--- config.mk ---
export PLATFORM = sky130hd
export DESIGN_NAME = mem_rd_arbiter
export DESIGN_NICKNAME = d
export VERILOG_FILES = /design/src/rtl/mem_rd_arbiter.sv
export SDC_FILE = /design/constraint.sdc
export NUM_CORES = 1
export LEC_CHECK = 0
export CORE_MARGIN = 3
export CORE_UTILIZATION = 40
export DETAILED_ROUTE_END_ITERATION = 7
export PLACE_DENSITY = 0.9
export SLEW_MARGIN = 20
export SYNTH_ARGS = -nofsm -noshare
export SYNTH_HDL_FRONTEND = slang
export SYNTH_SLANG_ARGS = --single-unit
--- constraint.sdc ---
create_clock -name clk -period 1.5 [get_ports clk]
set_input_delay 0.375 -clock clk [delete_from_list [all_inputs] [get_ports clk]]
set_output_delay 0.375 -clock clk [all_outputs]
set_load 0.01 [all_outputs]
--- src/rtl/mem_rd_arbiter.sv ---
// mem_rd_arbiter: two-port arbiter for a single-outstanding memory read port, with a response timeout.
module mem_rd_arbiter #(
  parameter int PRIO_MODE = 0,
  parameter int TIMEOUT   = 64
) (
  input  logic        clk,
  input  logic        rst,
  input  logic        p0_req,
  input  logic [31:0] p0_addr,
  output logic        p0_gnt,
  output logic        p0_rvd,
  output logic [31:0] p0_data,
  output logic        p0_err,
  input  logic        p1_req,
  input  logic [31:0] p1_addr,
  output logic        p1_gnt,
  output logic        p1_rvd,
  output logic [31:0] p1_data,
  output logic        p1_err,
  output logic        m_ren,
  output logic [31:0] m_addr,
  input  logic        m_rvd,
  input  logic [31:0] m_rdata,
  output logic        busy
);
  typedef enum logic [1:0] {IDLE, ISSUE, WAIT} state_t;
  state_t state_q, state_d;
  logic any_req, pick, tmo, done, take;
  logic last_q, last_d, win_q, win_d, m_ren_q, m_ren_d, busy_q, busy_d;
  logic [1:0] gnt_q, gnt_d, rvd_q, rvd_d, err_q, err_d;
  logic [7:0] cnt_q, cnt_d;
  logic [31:0] m_addr_q, m_addr_d, p0_data_q, p0_data_d, p1_data_q, p1_data_d;
  assign any_req = p0_req | p1_req;
  assign pick = (p0_req & p1_req) ? (PRIO_MODE == 1 ? 1'b1 : ~last_q) : p1_req;
  assign tmo = cnt_q == 8'(TIMEOUT - 1);
  assign done = state_q == WAIT && (m_rvd || tmo);
  assign take = state_q == IDLE && any_req;
  always_ff @(posedge clk)
    if (rst) state_q <= IDLE;
    else state_q <= state_d;
  always_comb begin
    state_d = state_q == IDLE ? (any_req ? ISSUE : IDLE) :
              state_q == ISSUE ? WAIT : (done ? IDLE : WAIT);
  end
  always_comb begin
    win_d     = take ? pick : win_q;
    last_d    = done ? win_q : last_q;
    cnt_d     = state_q == WAIT ? cnt_q + 8'd1 : 8'd0;
    m_addr_d  = take ? (pick ? p1_addr : p0_addr) : m_addr_q;
    m_ren_d   = take;
    gnt_d     = take ? (pick ? 2'b10 : 2'b01) : 2'b00;
    rvd_d     = done ? (win_q ? 2'b10 : 2'b01) : 2'b00;
    err_d     = (done && !m_rvd) ? rvd_d : 2'b00;
    p0_data_d = (rvd_d[0] && m_rvd) ? m_rdata : 32'd0;
    p1_data_d = (rvd_d[1] && m_rvd) ? m_rdata : 32'd0;
    busy_d    = state_d != IDLE;
  end
  always_ff @(posedge clk)
    if (rst) begin
      last_q    <= 1'b1;
      win_q     <= 1'b0;
      cnt_q     <= 8'd0;
      m_addr_q  <= 32'd0;
      m_ren_q   <= 1'b0;
      gnt_q     <= 2'b00;
      rvd_q     <= 2'b00;
      err_q     <= 2'b00;
      p0_data_q <= 32'd0;
      p1_data_q <= 32'd0;
      busy_q    <= 1'b0;
    end else begin
      last_q    <= last_d;
      win_q     <= win_d;
      cnt_q     <= cnt_d;
      m_addr_q  <= m_addr_d;
      m_ren_q   <= m_ren_d;
      gnt_q     <= gnt_d;
      rvd_q     <= rvd_d;
      err_q     <= err_d;
      p0_data_q <= p0_data_d;
      p1_data_q <= p1_data_d;
      busy_q    <= busy_d;
    end
  assign p0_gnt  = gnt_q[0];
  assign p1_gnt  = gnt_q[1];
  assign p0_rvd  = rvd_q[0];
  assign p1_rvd  = rvd_q[1];
  assign p0_err  = err_q[0];
  assign p1_err  = err_q[1];
  assign p0_data = p0_data_q;
  assign p1_data = p1_data_q;
  assign m_ren   = m_ren_q;
  assign m_addr  = m_addr_q;
  assign busy    = busy_q;
endmodule

==> results <==
flip-flops by register name (all words and copies together) (netlist names):
register and count:
busy 1, cnt_q 8, err_q 2, gnt_q 2, last_q 1, m_addr 32, p0_data 32, p1_data 32
rvd_q 2, state_q 2, win_q 1
where the power goes:
part	switching [mW]	internal (mW)
sequential	0.0808	3.20
clock	1.37	2.05
combinational	0.526	0.623
per-layer routing:
metal | track usage [%] | vias to the layer above
li1 | - | 1692
met1 | 22.6 | 1653
met2 | 36.5 | 141
met3 | 5.94 | 8
met4 | 4.51 | 0
met5 | 0 | -
stage by stage:
stage	cell area (µm²)	std cells	hold slack [ns]	setup TNS, ns	power, mW
finish	6800	724	0.240	0	7.85
detailed placement	6410	693	0.493	-21.34	4.58
global route	6800	724	0.232	0	8.18
floorplan	4140	363	0.430	0	3.90
CTS	6820	724	0.212	0	7.92
global placement	6410	693	0.439	-18.59	4.54
cell usage in the layout, fill, tap and decap left out, types with 2 or more instances in the layout:
cell	netlist	routed
xnor2_1	2	2
buf_4	1	14
clkbuf_2	0	13
o21ai_0	5	5
nand3_1	3	2
nand2_1	4	4
a21oi_1	37	37
clkinv_2	0	5
nor4_1	2	2
inv_1	3	3
dlygate4sd2_1	0	56
nor3_1	2	2
or3_1	4	4
clkbuf_8	0	2
buf_12	0	5
inv_6	0	2
a211oi_2	30	30
nor2_1	6	6
buf_2	11	2
clkdlybuf4s50_1	0	99
clkdlybuf4s15_1	0	32
dfxtp_1	115	113
clkdlybuf4s15_2	0	2
clkinvlp_4	0	6
and2_1	65	64
a211oi_1	3	3
and3_1	3	3
clkbuf_16	0	16
mux2i_1	32	32
worst paths after layout:
check | startpoint | endpoint | depth (start not counted)
hold / removal | rst | m_addr[30] | 3
setup reg to reg | cnt_q[0] | cnt_q[6] | 4
setup / recovery | m_addr[2] | m_addr[2] | 1
hold reg to reg | cnt_q[0] | cnt_q[0] | 1
layout make-up:
| type | instances | area (µm²) | area share (%) |
|---|---|---|---|
| tap | 133 | 166 | 2.45 |
| clock inverter | 13 | 87.6 | 1.29 |
| inverter | 4 | 15.0 | 0.221 |
| sequential | 115 | 2310 | 33.9 |
| timing repair buffer | 223 | 2100 | 30.9 |
| multi-input combinational | 218 | 1690 | 24.9 |
| clock buffer | 18 | 428 | 6.29 |
repair_timing:
| action | in CTS | in global routing |
|---|---|---|
| resized for setup | 131 | 43 |
| endpoints found under the setup margin | 104 | 39 |
| hold buffers | 0 | 0 |
logic make-up after synthesis:
logic type      after synthesis  synth area share, %
xor+xnor                      3                0.636
mux                          32                 7.75
simple gates                102                 15.9
fa+ha+maj                     1                0.303
compound gates               80                 15.7
buf+inv                      30                 4.05
flops                       115                 55.7
==> results.md <==
* Outcome: finished, final reports clean
* EDFF count, synth at 0
* Post-synthesis cell type count at 42
* Vias in the first global route at 3,594
* Gr usage total at 19.9%
* Post-synth top flop: dfxtp_1
* TritonCTS clock tree: done
* Sequential element share of the synthesized area at 55.7%
* Remaining Overflow, GRT at 0
* Min-Delay Path Class: in -> reg
* Via density per instance at 4.83
* Crit-path slowest cell: dfxtp_1
* First-pass GRT wire length at 18.2 mm
* Setup Skew at 0.00977 ns
* Post-CTS setup buffer count at 0
* Initial antenna violation count at 0
* Max Clk Rate at 682 MHz
* Ant. Diodes at 0
* Worst path cell trace: clkdlybuf4s15_1
* Synthesized flop and latch total at 115
* Place WS at -0.340 ns
* Clock Path Buffers at 2
* Max IR drop VDD at 0.867 mV
* Ys async rst share at 0%
* Area leader, netlist: dfxtp_1
* Root Driver: clkbuf_8
* RSZ-0062 raised after global routing: false
* Critical path peak fanout at 2
* Synth top area cells: dfxtp_1, and2_1, a211oi_2, mux2i_1, a21oi_1
* Wirelength per Cell at 16.3 µm
* # setup viols final at 0
* Final Hold Fails at 0
* Initial core utilization at 41.7%
* Via total after detailed routing at 3,494
* Row count at 36
* Reg2Reg Setup Slack at 0.16 ns
* Final HPWL DP at 8.76 mm
* Die height at 108 µm
* CTS sink count at 115
* Count leader, synth: dfxtp_1
* Die X at 108 µm
* CP top delay family: flip-flops
* Top cell type's share of synthesized area at 55.7%
* Slew of the pin with the lowest slew margin at 0.482 ns
* Final min period at 1.47 ns
* Pleak at 2.90 nW
* Antenna viol nets, final at 0
* Wire length on met1 at 4.53 mm
* Die area at 11,600 µm²
* H-tree Lvls at 4
* Worst setup margin at 0.0347 ns
* Placer Congestion at 0.794
* Core outline area at 9910 µm²
* Cells after synthesis at 363
* Final core occ at 68.6%
* CP required at 1.12 ns
* DR pass1 iterations at 4
* Fillers at 764
* Post-Syn Nets at 465
* Relative slew margins at 67.9%
* Clock Latency Late Sink at 0.50 ns
* Num CTS Buffers at 17
* Top routing layer in use: met4
* Final period utilization at 97.7%
* WP buf/inv at 1
* Area Growth Syn to Fin at 64.5%
* Max-cap violations at 0
* Slew Viols, Final at 0
* 1st-iter DRT viols at 114
* DRC at 0
* Worst setup EP type: output port
* Largest net degree at the start of global routing at 34
* Clock slew at reported path FFs at 0.06 ns
* Crit path DAT at 1.09 ns
* Met3 Routed Length at 854 µm
* Crit path kind: reg -> out
* WL met2 at 6.34 mm
* Worst setup SP type: register
* Most instantiated cells after synthesis: dfxtp_1, and2_1, a21oi_1
* Final WL at 11.8 mm
* Pwr dens at 1150 nW/µm²
* Fin nets at 681
* Ratio of cells with drive above 1 in the final layout at 18.3%
* Avg Cell Area, Syn at 11.4 µm²
* Yosys Warn Count at 0
* CP max stage delay at 0.33 ns
* Post-Syn Area at 4140 µm²
* Port buffer count at 204
* Ports at 205
Power figures use the tool's default switching activity.
